<file path="src/rtl/conv_pkg.sv">
// Shared constants for the 3x3 convolution frame controller:
// coefficient layout, identity reset pattern and FSM encoding.
package conv_pkg;

    localparam int unsigned COE_W   = 8;
    localparam int unsigned NUM_COE = 27;

    localparam int unsigned CH_R_BASE = 0;
    localparam int unsigned CH_G_BASE = 9;
    localparam int unsigned CH_B_BASE = 18;

    // Centre tap of each channel is 1, everything else 0: pass-through kernel.
    localparam logic [NUM_COE-1:0] COE_IDENT_MASK =
        (NUM_COE'(1) << (CH_R_BASE + 4)) |
        (NUM_COE'(1) << (CH_G_BASE + 4)) |
        (NUM_COE'(1) << (CH_B_BASE + 4));

    localparam logic [1:0] ST_IDLE  = 2'd0;
    localparam logic [1:0] ST_RUN   = 2'd1;
    localparam logic [1:0] ST_DRAIN = 2'd2;
    localparam logic [1:0] ST_DONE  = 2'd3;

endpackage

</file>
<file path="src/rtl/conv_delay_line.sv">
// Fixed-depth shift register with synchronous clear; shifts every cycle.
module conv_delay_line #(
    parameter int unsigned WIDTH = 8,
    parameter int unsigned DEPTH = 3
) (
    input  logic             clk,
    input  logic             rst_n,
    input  logic             clr,
    input  logic [WIDTH-1:0] din,
    output logic [WIDTH-1:0] dout
);

    logic [WIDTH-1:0] stage [DEPTH];

    always_ff @(posedge clk) begin
        if (!rst_n || clr) begin
            for (int i = 0; i < int'(DEPTH); i++) begin
                stage[i] <= '0;
            end
        end else begin
            stage[0] <= din;
            for (int i = 1; i < int'(DEPTH); i++) begin
                stage[i] <= stage[i-1];
            end
        end
    end

    assign dout = stage[DEPTH-1];

endmodule

</file>
<file path="src/rtl/conv_frame_ctrl.sv">
// Frame sequencer for the 3x3 conv path: pixel handshake, position tracking,
// window flagging aligned to conv latency, and the coefficient register file.
module conv_frame_ctrl #(
    parameter int unsigned IMG_W    = 480,
    parameter int unsigned IMG_H    = 272,
    parameter int unsigned DW       = 16,
    parameter int unsigned COE_W    = conv_pkg::COE_W,
    parameter int unsigned CONV_LAT = 3
) (
    input  logic                                 clk,
    input  logic                                 rst_n,
    input  logic                                 start,
    input  logic                                 abort,
    input  logic                                 coe_wr_en,
    input  logic [4:0]                           coe_wr_addr,
    input  logic [COE_W-1:0]                     coe_wr_data,
    output logic [conv_pkg::NUM_COE*COE_W-1:0]   coe_bus,
    output logic                                 coe_wr_err,
    input  logic                                 pix_valid,
    output logic                                 pix_ready,
    input  logic                                 pix_sof,
    input  logic [DW-1:0]                        pix_data,
    output logic                                 lb_valid_in,
    output logic [DW-1:0]                        lb_din,
    output logic                                 win_valid,
    output logic                                 out_valid,
    output logic [$clog2(IMG_W)-1:0]             out_col,
    output logic [$clog2(IMG_H)-1:0]             out_row,
    output logic                                 busy,
    output logic                                 frame_done,
    output logic                                 sync_err
);

    import conv_pkg::NUM_COE;
    import conv_pkg::COE_IDENT_MASK;
    import conv_pkg::ST_IDLE;
    import conv_pkg::ST_RUN;
    import conv_pkg::ST_DRAIN;
    import conv_pkg::ST_DONE;

    localparam int unsigned CW  = $clog2(IMG_W);
    localparam int unsigned RW  = $clog2(IMG_H);
    localparam int unsigned DLW = 1 + CW + RW;
    localparam int unsigned DCW = $clog2(CONV_LAT + 1);

    logic [1:0]     state, state_nxt;
    logic [CW-1:0]  col, col_nxt, eff_col, win_col;
    logic [RW-1:0]  row, row_nxt, eff_row, win_row;
    logic [DCW-1:0] drain_cnt, drain_cnt_nxt;
    logic           accept, sof_err, last_pix, win_hit, coe_ok;
    logic [DLW-1:0] dl_out;

    assign accept = pix_valid & pix_ready & ~abort;

    // State register
    always_ff @(posedge clk) begin
        if (!rst_n) begin
            state     <= ST_IDLE;
            col       <= '0;
            row       <= '0;
            drain_cnt <= '0;
        end else begin
            state     <= state_nxt;
            col       <= col_nxt;
            row       <= row_nxt;
            drain_cnt <= drain_cnt_nxt;
        end
    end

    // Next-state, position tracking and resync on an out-of-place pix_sof
    always_comb begin
        state_nxt     = state;
        drain_cnt_nxt = drain_cnt;
        col_nxt       = col;
        row_nxt       = row;
        eff_col       = col;
        eff_row       = row;
        sof_err       = 1'b0;

        if (accept && pix_sof && (col != '0 || row != '0)) begin
            sof_err = 1'b1;
            eff_col = '0;
            eff_row = '0;
        end

        last_pix = accept && (eff_col == CW'(IMG_W - 1)) && (eff_row == RW'(IMG_H - 1));
        win_hit  = (eff_row >= RW'(2)) && (eff_col >= CW'(2));

        if (accept) begin
            if (eff_col == CW'(IMG_W - 1)) begin
                col_nxt = '0;
                row_nxt = (eff_row == RW'(IMG_H - 1)) ? '0 : eff_row + RW'(1);
            end else begin
                col_nxt = eff_col + CW'(1);
                row_nxt = eff_row;
            end
        end

        case (state)
            ST_IDLE: begin
                if (start) state_nxt = ST_RUN;
            end
            ST_RUN: begin
                if (last_pix) begin
                    state_nxt     = ST_DRAIN;
                    drain_cnt_nxt = '0;
                end
            end
            ST_DRAIN: begin
                if (drain_cnt == DCW'(CONV_LAT - 1)) state_nxt = ST_DONE;
                else                                 drain_cnt_nxt = drain_cnt + DCW'(1);
            end
            ST_DONE:  state_nxt = ST_IDLE;
            default:  state_nxt = ST_IDLE;
        endcase

        if (abort) begin
            state_nxt     = ST_IDLE;
            col_nxt       = '0;
            row_nxt       = '0;
            drain_cnt_nxt = '0;
        end
    end

    // Registered status and line-buffer outputs
    always_ff @(posedge clk) begin
        if (!rst_n) begin
            pix_ready   <= 1'b0;
            busy        <= 1'b0;
            frame_done  <= 1'b0;
            sync_err    <= 1'b0;
            lb_valid_in <= 1'b0;
            win_valid   <= 1'b0;
            lb_din      <= '0;
            win_col     <= '0;
            win_row     <= '0;
        end else begin
            pix_ready   <= (state_nxt == ST_RUN);
            busy        <= (state_nxt == ST_RUN) || (state_nxt == ST_DRAIN);
            frame_done  <= (state_nxt == ST_DONE);
            sync_err    <= sof_err;
            lb_valid_in <= accept;
            win_valid   <= accept && win_hit;
            if (accept) begin
                lb_din  <= pix_data;
                win_col <= eff_col - CW'(2);
                win_row <= eff_row - RW'(2);
            end
        end
    end

    conv_delay_line #(
        .WIDTH (DLW),
        .DEPTH (CONV_LAT)
    ) u_delay (
        .clk   (clk),
        .rst_n (rst_n),
        .clr   (abort),
        .din   ({win_valid, win_col, win_row}),
        .dout  (dl_out)
    );

    assign {out_valid, out_col, out_row} = dl_out;

    // Coefficients are only writable while no frame is in flight
    assign coe_ok = ((state == ST_IDLE) || (state == ST_DONE)) && (coe_wr_addr <= 5'(NUM_COE - 1));

    always_ff @(posedge clk) begin
        if (!rst_n) begin
            coe_wr_err <= 1'b0;
            for (int i = 0; i < int'(NUM_COE); i++) begin
                coe_bus[i*COE_W +: COE_W] <= COE_IDENT_MASK[i] ? COE_W'(1) : '0;
            end
        end else begin
            coe_wr_err <= coe_wr_en && !coe_ok;
            if (coe_wr_en && coe_ok) begin
                coe_bus[int'(coe_wr_addr)*COE_W +: COE_W] <= coe_wr_data;
            end
        end
    end

endmodule

</file>
<file path="config.mk">
export PLATFORM = sky130hd
export DESIGN_NAME = conv_frame_ctrl
export DESIGN_NICKNAME = d
export VERILOG_FILES = /design/src/rtl/conv_pkg.sv /design/src/rtl/conv_delay_line.sv /design/src/rtl/conv_frame_ctrl.sv
export SDC_FILE = /design/constraint.sdc
export NUM_CORES = 1
export LEC_CHECK = 0
export BUFFER_PORTS_ARGS = -buffer_cell sky130_fd_sc_hd__buf_2
export CORE_ASPECT_RATIO = 1.2
export CORE_MARGIN = 2
export CORE_UTILIZATION = 55
export CTS_BUF_LIST = sky130_fd_sc_hd__clkbuf_4
export DETAILED_ROUTE_END_ITERATION = 10
export GPL_ROUTABILITY_DRIVEN = 0
export GPL_TIMING_DRIVEN = 0
export PLACE_DENSITY = 0.8
export SLEW_MARGIN = 20
export SYNTH_ARGS = -nofsm -noshare
export SYNTH_HDL_FRONTEND = slang
export SYNTH_HIERARCHICAL = 1
export SYNTH_SLANG_ARGS = --single-unit
</file>
<file path="constraint.sdc">
create_clock -name clk -period 6.2 [get_ports clk]
set_input_delay 0.62 -clock clk [delete_from_list [all_inputs] [get_ports clk]]
set_output_delay 0.62 -clock clk [all_outputs]
set_load 0.01 [all_outputs]
</file>
Word-level counts from Yosys, hierarchy flattened
Memories as Yosys holds them, arrays and structs flattened.
Cells that the tools add are included.
{ "word_totals": {"output_inout_bits": 258, "reg_bits": 279, "ram_bits": 57, "elab_cells": 87, "inputBits": 36, "n_memories": 1} }
{ "memory_table": {"columns": ["name", "words", "width", "read_ports", "rd_ports_with_merged_regs", "write_ports", "line", "source"], "rows": [
  ["u_delay.stage", 3, 19, 3, 0, 3, "conv_delay_line.sv:13", "logic [WIDTH-1:0] stage [DEPTH];"]
]} }
{ "op_classes": {"mux": 21, "n_shift": 2, "order_cmp": 3, "n_eq_ne": 11, "bitwise": 7, "add_sub_neg": 6, "reduce_logical": 21} }
{ "ops": {"columns": ["op", "n"], "rows": [
  ["bitwise mux 216 bit", 1],
  ["variable shift 8 x 34 -> 216 bit (first input constant)", 1],
  ["variable part select 8 x 34 -> 216 bit", 1],
  ["two-way mux 19 bit", 3],
  ["two-way mux 9 bit", 5],
  ["negation 8 -> 34 bit", 1],
  ["adder 9 x 1 -> 9 bit (second input constant)", 2],
  ["equality test 9 bit (second input constant)", 2],
  [">= comparator 9 x 2 -> 1 bit (second input constant)", 2],
  ["nonzero test 9 bit", 2],
  ["subtractor 9 x 2 -> 9 bit (second input constant)", 2],
  ["two-way mux 2 bit", 6],
  ["equality test 2 bit (second input constant)", 5],
  ["logical AND 1 bit", 9],
  ["one-hot mux 2 bit (4 select lines)", 1],
  ["<= comparator 5 bit (second input constant)", 1],
  ["equality test 2 x 1 -> 1 bit (second input constant)", 2],
  ["logical OR 1 bit", 4],
  ["two-way mux 1 bit", 4],
  ["!= test 2 bit (second input constant)", 2],
  ["one-hot mux 2 bit (2 select lines)", 1],
  ["OR 1 bit", 3],
  ["AND reduction 3 bit", 1],
  ["adder 2 x 1 -> 2 bit (second input constant)", 1],
  ["6 further kinds", 9]
]} }

Depth between registers and ports, before layout
{ "logic_depth": {"word_depth": 13, "ltp_mapped": 13} }

Cells and area by module
Netlist, hierarchy kept.
{ "modules_own_cells": {"columns": ["module", "seq_area_each_um2", "instances", "area_per_inst_um2", "cells_each"], "rows": [
  ["conv_frame_ctrl", 5585.4, 1, 11507.3, 1254],
  ["conv_delay_line", 1141.1, 1, 1886.8, 145]
]} }

Worst setup path after synthesis
No wires, ideal clock.
{ "synth_timing": {"path_type": "input -> register", "from": "in coe_wr_addr[0]", "to": "reg coe_bus[169] in the netlist's numbering", "setup_ns": 0.132, "n_path_buf": 2, "setup_slack_ns": 2.917, "t_arrival_ns": 3.151, "cell_stages": 10, "path_cell_list": "buf_2 > inv_1 > ha_1 > nor3b_1 > ha_1 > a2111oi_4 > nand4b_4 > or3_1 > buf_2 > mux2i_1"} }
{ "synth_via": {"elab_chain_len": 3} }
{ "synth_lines": {"columns": ["item", "line", "source"], "rows": [
  ["from (decl)", "conv_frame_ctrl.sv:15", "input logic [4:0] coe_wr_addr,"],
  ["negation 8 -> 34 bit / <= comparator 5 bit (equally long branches)", "conv_frame_ctrl.sv:177, conv_frame_ctrl.sv:166", null],
  ["variable part select 8 x 34 -> 216 bit (tied with other cells)", "conv_frame_ctrl.sv:177", "coe_bus[int'(coe_wr_addr)*COE_W +: COE_W] <= coe_wr_data;"],
  ["bitwise mux 216 bit / logical AND 1 bit (equally long branches)", "conv_frame_ctrl.sv:177, conv_frame_ctrl.sv:176", null],
  ["to (signal, indexed assignment)", "conv_frame_ctrl.sv:172", "coe_bus[i*COE_W +: COE_W] <= COE_IDENT_MASK[i] ? COE_W'(1) : '0;"],
  ["to (signal, indexed assignment)", "conv_frame_ctrl.sv:177", null],
  ["to (decl)", "conv_frame_ctrl.sv:17", "output logic [conv_pkg::NUM_COE*COE_W-1:0] coe_bus,"]
]} }
Parallel ways exist; a longest one is shown, timed or not.
A chain may end at the register's enable or synchronous reset.

Final worst setup path
{ "layout_timing": {"from": "reg pix_ready", "to": "reg pix_ready"} }
{ "layout_via": {"elab_chain_len": 12} }
{ "layout_lines": {"columns": ["item", "line", "source"], "rows": [
  ["from (decl)", "conv_frame_ctrl.sv:20", "output logic pix_ready,"],
  ["from (signal assigned)", "conv_frame_ctrl.sv:138", "pix_ready <= (state_nxt == ST_RUN);"],
  ["bitwise AND 1 bit (*) (2 in a row)", "conv_frame_ctrl.sv:53", "assign accept = pix_valid & pix_ready & ~abort;"],
  ["logical AND 1 bit (2 in a row)", "conv_frame_ctrl.sv:80", "if (accept && pix_sof && (col != '0 || row != '0)) begin"],
  ["two-way mux 9 bit", "conv_frame_ctrl.sv:80", null],
  ["equality test 9 bit", "conv_frame_ctrl.sv:86", "last_pix = accept && (eff_col == CW'(IMG_W - 1)) && (eff_row == RW'(IMG_H - 1));"],
  ["logical AND 1 bit", "conv_frame_ctrl.sv:86", null],
  ["logical AND 1 bit (*)", "conv_frame_ctrl.sv:86", null],
  ["two-way mux 2 bit (*)", "conv_frame_ctrl.sv:104", "if (last_pix) begin"],
  ["one-hot mux 2 bit (4 select lines) (*)", "conv_frame_ctrl.sv:99", "case (state)"],
  ["two-way mux 2 bit (*)", "conv_frame_ctrl.sv:117", "if (abort) begin"],
  ["net state_nxt[0]", "conv_frame_ctrl.sv:46", "logic [1:0] state, state_nxt;"],
  ["equality test 2 x 1 -> 1 bit (*)", "conv_frame_ctrl.sv:138", null]
]} }
The timed path passes the listed nets; every way through them passes the cells marked *.

==> reports/results.ini <==
[drt]
routed_wirelength_um=39400
drt_iter0_markers=834
vias=11800
viasPerCell=5.48
first_pass_iters=6
avgRoutedWirePerCell_um=18.3
post-route-drc-count=0
ant_nets=0

[yosys]
synth_edf_count=0
synth_top_area_cell=dfxtp_1
yosys_warnings=6
netlist_area_mm2=0.0134
ys_ff_latch=336
synthDominantCellAreaShare_pct=50.2
netlist_top_cells_area=dfxtp_1, mux2i_1, nand2_1, and3b_1, clkbuf_1
ys.flop_type=dfxtp_1
ys_seq_area_share_pct=50.2
syn-mean-instance-area_um2=9.57
synth.distinct_cells=63
ys_async_sr_fraction_pct=0
synth_nets=1453
synth_common_cells=dfxtp_1, nand2_1, mux2i_1, clkbuf_1, nor2_1
netlist_instances=1399

[sta]
slew_violations=0
hold_ws_ns=0.161
rsz0062_at_grt=no
hold_viol=0
setup_tns_ns=0
max_freq_mhz=297
slew_headroom_pct=32.3
fin_skew_ns=0.0324
min_period_ns=3.37
final.period_utilization_pct=54.4
worst_pin_slew_ns=1.01
setup_viol=0

[place]
hpwlAfterDp_um=29200
portBuffers=290

[run]
cap_violations=0

[finish]
nets=1827
final_util_pct=67.8
syn_to_final_growth_pct=21.3
layout-drive-gt1-share_pct=25.9

[cts]
clock_sinks=336
cts.clk_slew.worst_paths_ns=0.06
htree_levels=3
cts-root-buf=clkbuf_4
cts.repair.resized=0
cts_made_buffers=82
cts_hold_buf=0
tritoncts=yes
postCtsSetupRepairBufs=0
worstSkewPairLatency_ns=0.71
cts_buffer_depth=3

[grt]
grt_pass1_wl_um=61100
first_global_vias=11400
grt_overflow_total=0
use_met3_pct=7.86
antenna_found_initial=1
met1_usage_pct=34.6
grt_use_total_pct=30.1
grt_util_met2_pct=52.3
grt_busiest_layer=met2
grt_start_max_net_pins=13

[worst_hold_path]
hp-class=input pin to flop

[die]
coreArea_mm2=0.0240
fp-row-count=62
die_area_mm2=0.0256
die_w_um=146
io-pin-count=294
die_y_um=175
initial_core_util_pct=55.9

[power_and_ir_drop]
p_int_uw=3090
p_comb_share_pct=5.3
swShare_pct=25.1
p_clk_share_pct=41.9
power.switching_uw=1030
leakage_uw=0.00825
power_density_mw_per_mm2=254
pwr-share-seq_pct=52.8
irDropWorstVdd_mv=0.186

[critical_path]
crit_path_end_kind=flop
crit_fanout=10
crit_required_ns=6.76
cp-start-kind=flop
crit_type=flop to flop
critPathArrivalTime_ns=3.93

[outcome]
outcome=completed

[critical path: stages (launching register included)]
cell and delay, ns:
dfxtp_1 0.34, nand4b_1 0.17, clkbuf_1 0.37, and2_1 0.29, ha_1 0.27, and3_1 0.31, nand4_1 0.37, o21a_1 0.33
a211oi_1 0.30, a211oi_1 0.12, ha_1 0.21, and2_1 0.17
[kinds of logic after synthesis]
logic type | Yosys count | share of synthesized area [%]
multiplexers | 217 | 16.2
buffers and inverters | 132 | 4.67
AO/OA/AOI/OAI | 109 | 5.26
XOR/XNOR | 10 | 0.710
flip-flops | 336 | 50.2
AND/OR/NAND/NOR | 577 | 21.2
adder cells (fa/ha/maj) | 18 | 1.68
[flip-flops by register name, summed over array words and instances, names as in the netlist, 2 cells and up]
name and count:
coe_bus 216, col 9, drain_cnt 2, lb_din 16
row 9, state 2, u_delay/stage 57, win_col 9
win_row 9
[routing by layer]
layer  part of all wire, %  routed length, µm
met1                    38              14900
met4                   4.2               1670
met5                     0                  0
met3                   9.2               3620
met2                    49              19300
[power groups by stage]
| stage | logic [µW] | registers [µW] | clock network [µW] |
|---|---|---|---|
| after floorplan | 128 | 2230 | 0 |
| after global placement | 209 | 2230 | 0 |
| after detailed placement | 213 | 2230 | 0 |
| after CTS | 214 | 2180 | 1760 |
| after global routing | 233 | 2180 | 1890 |
| final | 217 | 2180 | 1730 |
[worst paths after layout]
path / startpoint / endpoint / slack (ns) / depth (start not counted)
worst min-delay path: pix_data[8] / lb_din[8] / 0.16 / 3
worst max-delay path: pix_ready / pix_ready / 2.83 / 11
worst min register to register: coe_bus[164] / coe_bus[164] / 0.45 / 2
worst max register to register: pix_ready / pix_ready / 2.83 / 11
[cell type report]
type                            instances  area [µm²]
Timing Repair Buffer                  290        1450
Buffer                                110         543
Multi-Input combinational cell        931        6040
Antenna cell                            1        2.50
Clock inverter                         30         136
Sequential cell                       336        6730
Tap cell                              320         400
Fill cell                            1946        7730
Clock buffer                          114         856
Inverter                               22        82.6
[placed cells by master, fill, tap and decap left out, types with 4 or more instances in the layout]
master,count
nor2b_1,7
nor2_1,56
clkinv_2,6
nand2b_1,5
buf_2,301
ha_1,18
clkbuf_1,67
inv_1,21
buf_1,5
clkbuf_4,114
and3b_1,51
a31oi_1,15
nand3_1,27
xnor2_1,5
nor3_1,17
nand2_1,336
o21ai_0,18
inv_2,4
xor2_1,4
dfxtp_1,336
buf_4,23
a21oi_1,37
or4_1,5
mux2i_1,217
or3_1,4
buf_6,4
nor4_1,8
nand4_1,16
and2_1,9
clkinv_1,17
nand3b_1,4
a211oi_1,11
and3b_2,7
and3_1,5
[per-stage QoR]
stage	instance area (µm²)	instances	power (µW)	setup slack, ns
2_1_floorplan	13400	1399	2360	2.92
3_3_place_gp	15200	2009	2440	2.44
3_5_place_dp	15200	2009	2440	2.37
4_1_cts	16200	2153	4150	2.92
5_1_grt	16200	2154	4300	2.61
6_report	16200	2154	4130	2.83
Note: power is estimated with default switching activity, not from simulation.
